**config.mk**
```make
export PLATFORM = sky130hd
export DESIGN_NAME = arbitro_rr
export DESIGN_NICKNAME = d
export VERILOG_FILES = /design/src/rtl/arbitro_rr.sv
export SDC_FILE = /design/constraint.sdc
export NUM_CORES = 1
export LEC_CHECK = 0
export CAP_MARGIN = 40
export CORE_MARGIN = 2
export CORE_UTILIZATION = 35
export CTS_BUF_LIST = sky130_fd_sc_hd__clkbuf_8
export DETAILED_ROUTE_END_ITERATION = 7
export HOLD_SLACK_MARGIN = 0.02
export PLACE_DENSITY = 0.78
export SLEW_MARGIN = 20
export SYNTH_ARGS = -nofsm -noshare
export SYNTH_HDL_FRONTEND = slang
export SYNTH_SLANG_ARGS = --single-unit
```
**constraint.sdc**
```tcl
create_clock -name clk -period 2.4 [get_ports clk]
set_input_delay 0.24 -clock clk [delete_from_list [all_inputs] [get_ports clk]]
set_output_delay 0.24 -clock clk [all_outputs]
set_load 0.05 [all_outputs]
```
**src/rtl/arbitro_rr.sv**
```systemverilog
// Round-robin arbiter/router from N_IN source FIFOs to N_OUT destination FIFOs.
// Optional per-destination push counters are compiled in when ARB_CNT_EN is defined.
//
// state  | meaning
// INIT   | first cycle out of reset, no grant allowed
// IDLE   | every source empty
// ACTIVE | a word was granted this cycle
// STALL  | work pending but every candidate destination is almost full
module arbitro_rr #(
    parameter int DATA_W = 12,
    parameter int N_IN   = 4,
    parameter int N_OUT  = 4
) (
    input  logic                     clk,
    input  logic                     reset,
    input  logic [N_IN-1:0]          empty,
    input  logic [N_IN*DATA_W-1:0]   data_in,
    input  logic [N_OUT-1:0]         almost_full,
    output logic [N_IN-1:0]          pop,
    output logic [N_OUT-1:0]         push,
    output logic [DATA_W-1:0]        data_out,
    output logic [1:0]               state
`ifdef ARB_CNT_EN
    ,
    output logic [N_OUT*8-1:0]       cnt
`endif
);

    localparam int DEST_W = $clog2(N_OUT);
    localparam int IDX_W  = $clog2(N_IN);
    localparam logic [IDX_W:0] N_IN_W = (IDX_W+1)'(N_IN);

    typedef enum logic [1:0] {
        ST_INIT   = 2'd0,
        ST_IDLE   = 2'd1,
        ST_ACTIVE = 2'd2,
        ST_STALL  = 2'd3
    } state_t;

    state_t             state_q, state_d;
    logic [IDX_W-1:0]   rr_ptr;
    logic [N_IN-1:0]    elig;
    logic [DEST_W-1:0]  dest [N_IN];
    logic               gnt_any, gnt_fire;
    logic [IDX_W-1:0]   gnt_idx;
    logic [DATA_W-1:0]  gnt_word;
    logic [DEST_W-1:0]  gnt_dest;
    logic [N_OUT-1:0]   push_nxt;

    function automatic logic [IDX_W-1:0] wrap_add(input logic [IDX_W-1:0] base,
                                                  input logic [IDX_W:0]   off);
        logic [IDX_W:0] s;
        s = {1'b0, base} + off;
        if (s >= N_IN_W)
            s = s - N_IN_W;
        return s[IDX_W-1:0];
    endfunction

    always_comb begin
        for (int i = 0; i < N_IN; i++) begin
            dest[i] = data_in[i*DATA_W + DATA_W - DEST_W +: DEST_W];
            elig[i] = ~empty[i] & ~almost_full[dest[i]];
        end
    end

    // Scan downward so the last hit, i.e. the closest to rr_ptr, wins.
    always_comb begin
        logic [IDX_W-1:0] idx;
        gnt_any = 1'b0;
        gnt_idx = '0;
        for (int k = N_IN - 1; k >= 0; k--) begin
            idx = wrap_add(rr_ptr, (IDX_W+1)'(k));
            if (elig[idx]) begin
                gnt_any = 1'b1;
                gnt_idx = idx;
            end
        end
    end

    assign gnt_fire = gnt_any & ~reset & (state_q != ST_INIT);
    assign gnt_word = data_in[gnt_idx*DATA_W +: DATA_W];
    assign gnt_dest = gnt_word[DATA_W-1 -: DEST_W];

    always_comb begin
        push_nxt           = '0;
        push_nxt[gnt_dest] = 1'b1;
    end

    always_ff @(posedge clk or posedge reset) begin
        if (reset)
            state_q <= ST_INIT;
        else
            state_q <= state_d;
    end

    always_comb begin
        state_d = ST_IDLE;
        if (state_q == ST_INIT)
            state_d = ST_IDLE;
        else if (gnt_fire)
            state_d = ST_ACTIVE;
        else if (|(~empty))
            state_d = ST_STALL;
        else
            state_d = ST_IDLE;
    end

    always_comb begin
        pop = '0;
        if (gnt_fire)
            pop[gnt_idx] = 1'b1;
    end

    assign state = state_q;

    always_ff @(posedge clk or posedge reset) begin
        if (reset) begin
            push     <= '0;
            data_out <= '0;
            rr_ptr   <= '0;
        end else if (gnt_fire) begin
            push     <= push_nxt;
            data_out <= gnt_word;
            rr_ptr   <= wrap_add(gnt_idx, (IDX_W+1)'(1));
        end else begin
            push     <= '0;
        end
    end

`ifdef ARB_CNT_EN
    logic [7:0] cnt_q [N_OUT];

    for (genvar d = 0; d < N_OUT; d++) begin : g_cnt
        always_ff @(posedge clk or posedge reset) begin
            if (reset)
                cnt_q[d] <= '0;
            else if (push[d] && (cnt_q[d] != 8'hFF))
                cnt_q[d] <= cnt_q[d] + 8'd1;
        end
        assign cnt[d*8 +: 8] = cnt_q[d];
    end
`endif

endmodule

```
==> run_results.csv <==
group,metric,value,unit
setup_path,start_kind,"input pin",
sta,clock_skew,0.001440,ns
die,die_h,66.60,um
die,die-area,4435,um^2
finish,drive_above_1_share,34.36,%
detailed_routing,wl_per_cell,15.65,um
die,row_count,22,
detailed_routing,drtIter0Drc,103,
sta,setup_viol,0,
run_status,status,"finished, final reports clean",
place,gp_congestion,0.8037,
power_and_ir_drop,switching_share,44.14,%
yosys,synthFlopType,"dfrtp_1",
grt,grt_util_met2,41.00,%
power_and_ir_drop,power.total,0.001925,W
sta,hold_violations,0,
detailed_routing,drtAntennaViolNets,0,
grt,grt_max_degree,21,
cts,clk-insertion-delay-late,0.26,ns
die,dieWidth,66.60,um
sta,rsz0062_at_grt,"false",
grt,grt_pass1_vias,1688,
die,ioPinCount,80,
grt,use_met1,27.34,%
power_and_ir_drop,ir_drop,477.1,uV
detailed_routing,drc,0,
yosys,synth.top_cell.area_share,36.50,%
power_and_ir_drop,p_int,0.001075,W
power_and_ir_drop,powerDensity,704.5,nW/um^2
place,io_buffers,79,
detailed_routing,drt_pass1_iterations,4,
finish,final_nets,321,
setup_path,r2r-start,"rr_ptr[1]",
yosys,synth_cells,139,
cts,cts_tree,"built",
flow_run,maxCapViolations,0,
grt,busiest_layer,"met2",
grt,met3_usage,5.068,%
grt,antenna_found_initial,0,
cts,postCtsHoldBufs,0,
finish,diodes,0,
yosys,yosys.area.top_type,"dfrtp_1",
setup_path,path_class,"input pin to output pin",
min_path,hold_path.class,"input pin to asynchronous set/reset pin",
sta,min_period,2.328,ns
finish,area_growth,99.27,%
sta,fmax,0.4296,GHz
power_and_ir_drop,power_frac_comb,62.6,%
finish,n_fill_cell,273,
setup_path,worst_setup_path_end_kind,"output pin",
place,dpl_worst_slack,-0.6045,ns
cts,numCtsBuffers,3,
detailed_routing,routed_wl,4806,um
detailed_routing,vias,1636,
power_and_ir_drop,clock_power_share,11.4,%
cts,cts_root_buf,"clkbuf_8",
setup_path,critPathRequiredTime,2.16,ns
finish,multi_input_area,935.9,um^2
yosys,yosys_warnings,0,
cts,clockBufferDepth,2,
place,dp_hpwl,3469,um
yosys,syn_nets,199,
power_and_ir_drop,switching_power,0.0008499,W
setup_path,r2r_slack,0.32,ns
setup_path,arrival,2.09,ns
yosys,syn-cell-area,1371,um^2
grt,grt_util_all_layers,23.10,%
yosys,synth-seq-area-share,36.50,%
setup_path,crit_fanout,5,
sta,slew_violations,0,
power_and_ir_drop,power_frac_seq,26.0,%
yosys,synth_edf_count,0,
detailed_routing,viasPerCell,5.329,
power_and_ir_drop,p_leak,1.194,nW
die,start_util,36.90,%
yosys,synth_cell_types,37,
setup_path,reg2regPathDepth,5,
sta,fin_setup_tns,0,ns
die,coreArea,3716,um^2
yosys,ys_top_cells_by_area,"dfrtp_1 (36%), mux2i_1 (10%), a2111oi_0 (6.4%)",
grt,grt_pass1_wl,7776,um
yosys,avgSynthCellArea,9.866,um^2
sta,tightest_slew,0.5146,ns
cts,clock-sinks,20,
finish,final-seq-area,500.5,um^2
sta,slew_headroom,65.58,%
sta,period_share,97.00,%
grt,grt_overflow,0,
setup_path,timing.rr.end,"data_out[11]",
cts,htreeDepth,1,
yosys,ys_ff_latch,20,
sta,layout_setup_ws,0.07205,ns
yosys,synthArstFlopShare,100.0,%
cts,clkTransAtPathRegs,0.07,ns
[power by group through the flow]
stage / Sequential, W / Combinational, W / Clock [W]
4_1_cts: 0.000495 / 0.00116 / 0.000227
5_1_grt: 0.000510 / 0.00128 / 0.000234
6_report: 0.000501 / 0.00120 / 0.000220
3_3_place_gp: 0.000500 / 0.00108 / 0
3_5_place_dp: 0.000498 / 0.00110 / 0
2_1_floorplan: 0.000789 / 0.000353 / 0
[worst max path at each step]
| stage | slack, ns | depth (start not counted) | endpoint | start |
|---|---|---|---|---|
| 5_1_grt | 0.001 | 10 | pop[1] | almost_full[3] |
| 3_5_place_dp | -0.60 | 9 | data_out[9] | data_in[46] |
| 3_3_place_gp | -0.53 | 8 | data_out[9] | data_in[22] |
| 2_1_floorplan | -0.06 | 7 | pop[0] | data_in[22] |
| 4_1_cts | 0.003 | 8 | pop[2] | almost_full[1] |
| 6_report | 0.07 | 9 | pop[1] | almost_full[3] |
[cell usage in the layout (no fill, tap or decap), types with 4 or more instances in the layout]
cell type and count:
clkdlybuf4s50_1 61, buf_4 41, dfrtp_1 20, mux2i_1 14, nor2_1 14, and3_1 12
a211oi_1 10, buf_6 6, a2111oi_2 5, a2111oi_1 4, dlygate4sd2_1 4, dlymetal6s2s_1 4
[logic make-up after synthesis]
logic type | after synthesis | share of synthesized area, %
simple gates | 45 | 16.97
compound gates | 41 | 23.90
flops | 20 | 36.50
mux | 18 | 16.24
buf+inv | 13 | 4.562
fa+ha+maj | 2 | 1.825
[synth_stat cells (3+ instances only)]
cell type	n
o21ai_0	3
clkbuf_1	4
and2_1	4
a21boi_0	3
mux4_2	3
nor2_1	16
and3_1	12
a211oi_1	10
a2111oi_0	10
mux2i_1	14
inv_1	3
nand2_1	3
dfrtp_1	20
[layout make-up]
class | count | share of cell area [%]
clock buffer | 3 | 1.511
inverter | 5 | 0.8700
multi-input combinational | 106 | 34.25
sequential | 20 | 18.32
tap | 48 | 2.198
timing repair buffer | 125 | 42.86
[registers in the layout, summed over array words and instances, names as in the netlist]
register,cells
rr_ptr,2
state,2
push,4
data_out,12
[critical path, cell delays in order]
cell,delay [ns]
buf_2,0.11
mux4_2,0.50
or2_0,0.22
a221o_1,0.35
and2_4,0.20
inv_4,0.07
ha_4,0.12
and2_4,0.13
buf_8,0.14
[per-stage QoR]
step / hold slack [ns] / utilization, % / cell area, um^2 / instances
detailed placement: 0.4838 / 67.07 / 2492 / 293
floorplan: 0.2038 / - / 1405 / 139
global route: 0.4106 / 73.54 / 2733 / 307
global placement: 0.4870 / 67.07 / 2492 / 293
finish: 0.3689 / 73.54 / 2733 / 307
CTS: 0.5052 / 71.38 / 2653 / 306
[layer usage]
| layer | vias up | routed length (um) |
|---|---|---|
| li1 | 780 | - |
| met1 | 771 | 1781 |
| met2 | 70 | 2605 |
| met3 | 15 | 292 |
| met4 | 0 | 127 |
| met5 | - | 0 |
[timing repair]
| item | 4_1_cts | 5_1_grt |
|---|---|---|
| gates resized for setup | 40 | 31 |
| setup buffers | 10 | 0 |
| pin swaps | 7 | 10 |
| endpoints found under the setup margin | 21 | 19 |
| gates cloned | 0 | 0 |
No activity file was read; power rests on OpenSTA's default activity.
